### src/rtl/pwm_scheduler_if.sv
// rtl/pwm_scheduler_if.sv - host write and config RAM port bundle for pwm_scheduler
interface pwm_scheduler_if #(parameter int ADDR_W = 8);
  logic              hostWe;
  logic [ADDR_W-1:0] hostAddr;
  logic [15:0]       hostData;
  logic              hostReady;
  logic              ramWe;
  logic              ramRe;
  logic [ADDR_W-1:0] ramAddr;
  logic [15:0]       ramWdata;
  logic [15:0]       ramRdata;

  modport master (
    input  hostWe, hostAddr, hostData, ramRdata,
    output hostReady, ramWe, ramRe, ramAddr, ramWdata
  );

  modport slave (
    output hostWe, hostAddr, hostData, ramRdata,
    input  hostReady, ramWe, ramRe, ramAddr, ramWdata
  );
endinterface

### src/rtl/pwm_scheduler.sv
// rtl/pwm_scheduler.sv - per-period PWM on-time burst loader with atomic commit at counter wrap
// Optional on-time ceiling enabled by defining PWM_SCHED_CLAMP_EN.
module pwm_scheduler #(
  parameter int                NUM_CH       = 4,
  parameter int                ADDR_W       = 8,
  parameter logic [ADDR_W-1:0] BASE_ADDR    = '0,
  parameter logic [15:0]       WINDOW_START = 16'hEFFF
`ifdef PWM_SCHED_CLAMP_EN
  , parameter logic [15:0]     CLAMP_MAX    = 16'hEFFF
`endif
) (
  input  logic                   clock,
  input  logic                   resetN,
  input  logic [15:0]            counter,
  input  logic                   ramSafe,
  pwm_scheduler_if.master        bus,
  output logic [16*NUM_CH-1:0]   onTime,
  output logic                   commit,
  output logic                   loadMiss
);

  localparam int IW = (NUM_CH < 2) ? 1 : $clog2(NUM_CH);

  typedef enum logic [3:0] {
    S_IDLE    = 4'b0001,
    S_READ    = 4'b0010,
    S_CAPTURE = 4'b0100,
    S_WAIT    = 4'b1000
  } state_t;

  state_t              r_state;
  state_t              w_state_nxt;
  logic [IW-1:0]       r_idx;
  logic [IW-1:0]       w_idx_nxt;
  logic                r_armed;
  logic                r_ramWe;
  logic                r_ramRe;
  logic [ADDR_W-1:0]   r_ramAddr;
  logic [15:0]         r_ramWdata;
  logic                r_hostReady;
  logic                r_commit;
  logic                r_miss;
  logic [16*NUM_CH-1:0] r_onTime;
  logic [15:0]         r_stage [NUM_CH];

  logic                w_host_req;
  logic                w_in_win;
  logic                w_start;
  logic                w_grant;
  logic                w_commit;
  logic                w_miss;
  logic [ADDR_W-1:0]   w_rd_addr;
  logic [15:0]         w_word;

  // A request already answered this cycle is masked so a held hostWe is not written twice.
  assign w_host_req = bus.hostWe && !r_hostReady;
  assign w_in_win   = (counter >= WINDOW_START);
  assign w_rd_addr  = BASE_ADDR + ADDR_W'(w_idx_nxt);

`ifdef PWM_SCHED_CLAMP_EN
  assign w_word = (bus.ramRdata > CLAMP_MAX) ? CLAMP_MAX : bus.ramRdata;
`else
  assign w_word = bus.ramRdata;
`endif

  always_comb begin
    w_state_nxt = r_state;
    w_idx_nxt   = r_idx;
    w_start     = 1'b0;
    w_commit    = 1'b0;
    w_miss      = 1'b0;
    unique case (r_state)
      S_IDLE: begin
        if (w_in_win && ramSafe && r_armed && !w_host_req) begin
          w_start     = 1'b1;
          w_state_nxt = S_READ;
          w_idx_nxt   = '0;
        end
      end
      S_READ: begin
        if (!w_in_win) begin
          w_miss      = 1'b1;
          w_state_nxt = S_IDLE;
        end else if (r_idx == IW'(NUM_CH - 1)) begin
          w_state_nxt = S_CAPTURE;
        end else begin
          w_idx_nxt = r_idx + IW'(1);
        end
      end
      S_CAPTURE: begin
        if (!w_in_win) begin
          w_miss      = 1'b1;
          w_state_nxt = S_IDLE;
        end else begin
          w_state_nxt = S_WAIT;
        end
      end
      S_WAIT: begin
        if (counter == 16'hFFFF) begin
          w_commit    = 1'b1;
          w_state_nxt = S_IDLE;
        end else if (!w_in_win) begin
          w_miss      = 1'b1;
          w_state_nxt = S_IDLE;
        end
      end
      default: w_state_nxt = S_IDLE;
    endcase
    w_grant = w_host_req && ((r_state == S_IDLE) || (r_state == S_WAIT)) && !w_start;
  end

  always_ff @(posedge clock or negedge resetN) begin
    if (!resetN) begin
      r_state <= S_IDLE;
      r_idx   <= '0;
      r_armed <= 1'b1;
    end else begin
      r_state <= w_state_nxt;
      r_idx   <= w_idx_nxt;
      if (w_start)
        r_armed <= 1'b0;
      else if (counter == 16'h0000)
        r_armed <= 1'b1;
    end
  end

  // RAM port is registered; a read burst and a host grant are mutually exclusive by construction.
  always_ff @(posedge clock or negedge resetN) begin
    if (!resetN) begin
      r_ramWe     <= 1'b0;
      r_ramRe     <= 1'b0;
      r_ramAddr   <= '0;
      r_ramWdata  <= '0;
      r_hostReady <= 1'b0;
      r_commit    <= 1'b0;
      r_miss      <= 1'b0;
    end else begin
      r_ramRe     <= (w_state_nxt == S_READ);
      r_ramWe     <= w_grant;
      r_hostReady <= w_grant;
      r_commit    <= w_commit;
      r_miss      <= w_miss;
      if (w_state_nxt == S_READ) begin
        r_ramAddr <= w_rd_addr;
      end else if (w_grant) begin
        r_ramAddr  <= bus.hostAddr;
        r_ramWdata <= bus.hostData;
      end
    end
  end

  always_ff @(posedge clock or negedge resetN) begin
    if (!resetN) begin
      r_onTime <= '0;
      for (int i = 0; i < NUM_CH; i++) r_stage[i] <= '0;
    end else begin
      for (int i = 0; i < NUM_CH; i++) begin
        if (((r_state == S_READ) && (r_idx == IW'(i + 1))) ||
            ((r_state == S_CAPTURE) && (i == NUM_CH - 1)))
          r_stage[i] <= w_word;
        if (w_commit)
          r_onTime[16*i +: 16] <= r_stage[i];
      end
    end
  end

  assign bus.ramWe     = r_ramWe;
  assign bus.ramRe     = r_ramRe;
  assign bus.ramAddr   = r_ramAddr;
  assign bus.ramWdata  = r_ramWdata;
  assign bus.hostReady = r_hostReady;
  assign onTime        = r_onTime;
  assign commit        = r_commit;
  assign loadMiss      = r_miss;

endmodule

### src/flat_wrapper.sv
// flat-port wrapper written by rule: the top's interface ports become plain ports
module pwm_scheduler_flat 
#(
  parameter int                NUM_CH       = 4,
  parameter int                ADDR_W       = 8,
  parameter logic [ADDR_W-1:0] BASE_ADDR    = '0,
  parameter logic [15:0]       WINDOW_START = 16'hEFFF

)
  (clock, resetN, counter, ramSafe, onTime, commit, loadMiss, bus_hostWe, bus_hostAddr, bus_hostData, bus_ramRdata, bus_hostReady, bus_ramWe, bus_ramRe, bus_ramAddr, bus_ramWdata);
  pwm_scheduler_if #(.ADDR_W(ADDR_W)) bus_i ();
  input  logic clock;
  input  logic resetN;
  input  logic [15:0] counter;
  input  logic ramSafe;
  output logic [16*NUM_CH-1:0] onTime;
  output logic commit;
  output logic loadMiss;
  input wire logic [$bits(bus_i.hostWe)-1:0] bus_hostWe;
  input wire logic [$bits(bus_i.hostAddr)-1:0] bus_hostAddr;
  input wire logic [$bits(bus_i.hostData)-1:0] bus_hostData;
  input wire logic [$bits(bus_i.ramRdata)-1:0] bus_ramRdata;
  output wire logic [$bits(bus_i.hostReady)-1:0] bus_hostReady;
  output wire logic [$bits(bus_i.ramWe)-1:0] bus_ramWe;
  output wire logic [$bits(bus_i.ramRe)-1:0] bus_ramRe;
  output wire logic [$bits(bus_i.ramAddr)-1:0] bus_ramAddr;
  output wire logic [$bits(bus_i.ramWdata)-1:0] bus_ramWdata;
  assign bus_i.hostWe = bus_hostWe;
  assign bus_i.hostAddr = bus_hostAddr;
  assign bus_i.hostData = bus_hostData;
  assign bus_i.ramRdata = bus_ramRdata;
  assign bus_hostReady = bus_i.hostReady;
  assign bus_ramWe = bus_i.ramWe;
  assign bus_ramRe = bus_i.ramRe;
  assign bus_ramAddr = bus_i.ramAddr;
  assign bus_ramWdata = bus_i.ramWdata;
  pwm_scheduler #(.NUM_CH(NUM_CH), .ADDR_W(ADDR_W), .BASE_ADDR(BASE_ADDR), .WINDOW_START(WINDOW_START)) u_core (.clock(clock), .resetN(resetN), .counter(counter), .ramSafe(ramSafe), .bus(bus_i), .onTime(onTime), .commit(commit), .loadMiss(loadMiss));
endmodule
### config.mk
export PLATFORM = sky130hd
export DESIGN_NAME = pwm_scheduler_flat
export DESIGN_NICKNAME = d
export VERILOG_FILES = /design/src/rtl/pwm_scheduler_if.sv /design/src/rtl/pwm_scheduler.sv /design/src/flat_wrapper.sv
export SDC_FILE = /design/constraint.sdc
export NUM_CORES = 1
export LEC_CHECK = 0
export CORE_MARGIN = 2
export CORE_UTILIZATION = 50
export DETAILED_ROUTE_END_ITERATION = 8
export PLACE_DENSITY = 0.86
export SYNTH_ARGS = -nofsm -noshare
export SYNTH_HDL_FRONTEND = slang
export SYNTH_SLANG_ARGS = --single-unit
### constraint.sdc
create_clock -name clock -period 5.8 [get_ports clock]
set_input_delay 0.58 -clock clock [delete_from_list [all_inputs] [get_ports clock]]
set_output_delay 0.58 -clock clock [all_outputs]
set_load 0.01 [all_outputs]
* Word-level counts from Yosys, hierarchy flattened
Index checks and enable logic that the tools add are counted.
** Operators by class
- Add/subtract/negate cells :: 1
- $lt $le $gt $ge :: 1
- Equality and inequality tests :: 9
- Muxes and demuxes :: 22
- Bitwise logic cells :: 1
- Reductions and logical operators :: 21
** Operator list (number)
- 2-to-1 mux 4 bit :: 6
- equality test 16 bit, second input constant :: 1
- greater-or-equal comparator 16 bit, second input constant :: 1
- zero test 16 bit :: 1
- 2-to-1 mux 8 bit :: 2
- one-hot mux 4 bit (4 select lines) :: 1
- logical AND 1 bit :: 10
- equality test 4 x 2 -> 1 bit, second input constant :: 2
- 2-to-1 mux 1 bit :: 8
- 2-to-1 mux 2 bit :: 3
- equality test 2 bit, second input constant :: 2
- equality test 4 x 1 -> 1 bit, second input constant :: 1
- equality test 4 x 3 -> 1 bit, second input constant :: 1
- equality test 4 bit, second input constant :: 1
- one-hot mux 2 bit (2 select lines) :: 1
- nonzero test 2 bit :: 2
- zero test 1 bit :: 3
- adder 2 x 1 -> 2 bit, second input constant :: 1
- equality test 2 x 1 -> 1 bit, second input constant :: 1
- zero test 2 bit :: 1
- logical OR 1 bit :: 2
- one-hot mux 1 bit (2 select lines) :: 1
- AND reduction 2 bit :: 1
- OR reduction 2 bit :: 1
- inverter 1 bit :: 1
** Word-level totals
- Register bits after elaboration :: 163
- Input bits :: 60
- Output and inout bits :: 93
- Logic and storage cells :: 69

* Depth between registers and ports, before layout
- Depth in word-level cells :: 10
- Depth in mapped cells :: 8
- Mapped depth without buffers :: 5

* Worst setup path after synthesis
No wires, ideal clock.
- Path kind :: input to register
- Start point :: input port counter[1]
- End point :: register u_core.r_onTime[14] (netlist: u_core.onTime[14])
- Setup time :: 0.125 ns
- Arrival time :: 1.766 ns
- Data required time :: 5.675 ns
- Slack :: 3.909 ns
- Stages :: 6
- Path buffers :: 2
- Cells stage by stage :: nand4_1 > nor4_4 > nand3_1 > buf_4 > buf_6 > mux2_2
** Between the ends
- Word-level cells in the longest chain between the ends :: 3
** RTL lines
- start, declared :: line flat_wrapper.sv:14 : input logic [15:0] counter;
- equality test 16 bit :: line pwm_scheduler.sv:99 : if (counter == 16'hFFFF) begin
- 2-to-1 mux 1 bit :: line pwm_scheduler.sv:99
- 2-to-1 mux 1 bit :: line pwm_scheduler.sv:72 : unique case (r_state)
- end signal, assigned by index :: line pwm_scheduler.sv:162 : r_onTime[16*i +: 16] <= r_stage[i];
- end, declared :: line pwm_scheduler.sv:43 : logic [16*NUM_CH-1:0] r_onTime;
No other way between the ends.
A chain may end at the register's enable or synchronous reset.

* Final worst setup path
- Start point :: input port counter[15]
- End point :: register u_core.r_onTime[26] (netlist: u_core.onTime[26])
The elaborated chain is that of the path after synthesis.

==> run metrics <==
Nets=655; Initial Utilization=51.1%; Max Slew Vio Count=0; final hold slack=245 ps; number of global-route vias before repair=4336; Detailed Routing Iterations Pass 1=4; Mapped Nets=505; Sw Share=21.8%; CTS-repair resized insts=0; first-pass GRT wire length=23100 microns; core region area=12600 sq um; I/O pin total=153; clock skew=7.85 ps; die width=117 microns; post-CTS setup buffer count=0; Skew-Pair Late Insertion Delay=420 ps; Startpoint Class=input pin; status=completed; clk sinks=163; Net Sw Power=530 uW; Routability Congestion=0.919; Primary FF master, synth=dfrtp_1; share of the yosys chip area belonging to registers=63.5%; Die Ht=117 microns; via count=4101; CTS tree=built; root buf cell=clkbuf_16; Routed WL=14100 microns; count of state elements after synthesis=163; detailed placement HPWL=9340 microns; clock network power share=43.1%; critical path peak fanout=65; GRT overflow=0; Residual DRC=0; antenna cells=0; most numerous cell in the Yosys netlist=dfrtp_1; CP Capture Type=flop; most frequent cells after synthesis=dfrtp_1, mux2_2, nand2_1, buf_6, o21ai_0; vias per inst=5.26; setup violators final=0; final hold vios=0; die area=13800 sq um; Area growth syn-to-layout=33.5%; number of buffers created by CTS=17; clock tree buffer depth=2; Synth warnings=0; design area=8580 sq um; Hold WC Path Type=input pin to asynchronous set/reset pin; Pint=1.90 mW; asr flop ratio synth=100%; IO Port Bufs=152; total global-route track usage=21.5%; synthesized area=6420 sq um; MaxCap Viol Count=0; logic gate share of total power=7.5%; # hold bufs at CTS=0; top cells by area, synth=dfrtp_1, mux2_2, nand2_1; Clk pin slew, worst setup/hold paths=60 ps; setup TNS=0 ps; largest net degree at the start of global routing=110; final period utilization=48.6%; post-synth top area share=62.7%; critical path class=input pin to flop; share of cells above drive strength 1=28.1%; Lkg Pwr=3.98 nW; Mapped Cells=445; H-tree depth=4; min cycle time layout=2820 ps; Worst slew margin=24.7%; initial antenna violation count=0; syn avg cell area=14.4 sq um; Least-Margin Pin Slew=1130 ps; placed instance area=8020 sq um; EDFF count, synth=0; 1st-iter DRT viols=168; power per cell area=283 nW/um^2; RSZ-0062 raised after global routing=false; WP data arrival=3120 ps; Yosys cell types=46; f_max=0.355 GHz; ANT nets after route=0; area leader, netlist=dfrtp_1; Final Util=68.2%; worst path required time=6100 ps; Core Rows=41; Max VDD drop=0.193 mV; Reg power frac=49.4%; per-cell routed wire length=18.1 microns
## worst paths after layout
check	slack (ps)	endpoint	start	cells past startpoint
min in group clock	480	u_core.bus.ramWdata[6]	u_core.bus.ramWdata[6]	2
max in group asynchronous	4290	u_core.onTime[14]	resetN	2
worst max-delay path	2980	u_core.onTime[26]	counter[15]	5
worst max register to register	3080	u_core.onTime[26]	u_core.r_state[3]	3
worst min-delay path	240	u_core.onTime[9]	resetN	1
worst min register to register	480	u_core.bus.ramWdata[6]	u_core.bus.ramWdata[6]	2
## cells in the final DEF, fill, tap and decap left out, types with 2 or more instances in the layout
cell type and n:
dfrtp_1 161, clkdlybuf4s50_1 151, mux2_2 128, nand2_1 66
clkbuf_16 17, o21ai_0 7, nand4_1 6, clkinv_2 5
nor2_1 4, nor4_1 4, nor2b_1 3, nand3_1 3
clkbuf_8 3, clkbuf_1 3, inv_1 2, and2_1 2
nand2b_1 2, and4b_1 2, nand3_2 2, mux2i_1 2
clkinv_4 2, dfstp_2 2
## flip-flops by register name, summed over array words and instances (netlist names)
register / flops
u_core.r_state: 4
u_core.bus.ramWdata: 16
u_core.commit: 1
u_core.onTime: 64
u_core.r_idx: 2
u_core.bus.ramRe: 1
u_core.bus.ramWe: 1
u_core.bus.ramAddr: 8
u_core.r_armed: 1
u_core.r_stage: 64
u_core.loadMiss: 1
## per-stage QoR
stage,worst slack (ps),instances,power (mW)
3_5_place_dp,2580,748,1.40
3_3_place_gp,2660,748,1.39
2_1_floorplan,3910,445,1.27
6_report,2980,780,2.43
5_1_grt,2840,780,2.53
4_1_cts,3010,780,2.45
## critical path, stage by stage
cell and delay, ps:
clkdlybuf4s50_1 540, nand3_1 140, nor4_4 450, nand3_4 740, mux2_2 580
## power groups by stage
stage / Clock, mW / Sequential, mW / Combinational (mW)
after floorplan: 0 / 1.23 / 0.0450
after global placement: 0 / 1.22 / 0.176
after detailed placement: 0 / 1.22 / 0.183
after CTS: 1.07 / 1.20 / 0.185
after global routing: 1.13 / 1.20 / 0.198
final: 1.05 / 1.20 / 0.182
## final cells by class
type                    instances  area [sq um]
multi-input cells             257          2180
clock inverters                 9          80.1
well taps                     172           215
clock buffers                  23           478
flip-flops and latches        163          4080
inverters                       3          11.3
repair buffers                153          1530
fillers                       865          3990
## metal layers
| metal | global-route usage, % | up-vias | share of wire, % |
|---|---|---|---|
| li1 | - | 1865 | - |
| met1 | 25.9 | 2103 | 41 |
| met2 | 36.0 | 116 | 51 |
| met3 | 7.98 | 17 | 6.9 |
| met4 | 6.63 | 0 | 1.3 |
| met5 | 0 | - | 0 |
## cell families after synthesis
kind of cell / share of synthesized area (%)
DFF: 63.5
buffers and inverters: 2.73
xor gates and xnor gates: 0.136
AOI/OAI and AO/OA: 2.30
muxes: 22.8
and+or+nand+nor: 8.55
No activity file was read; power rests on OpenSTA's default activity.
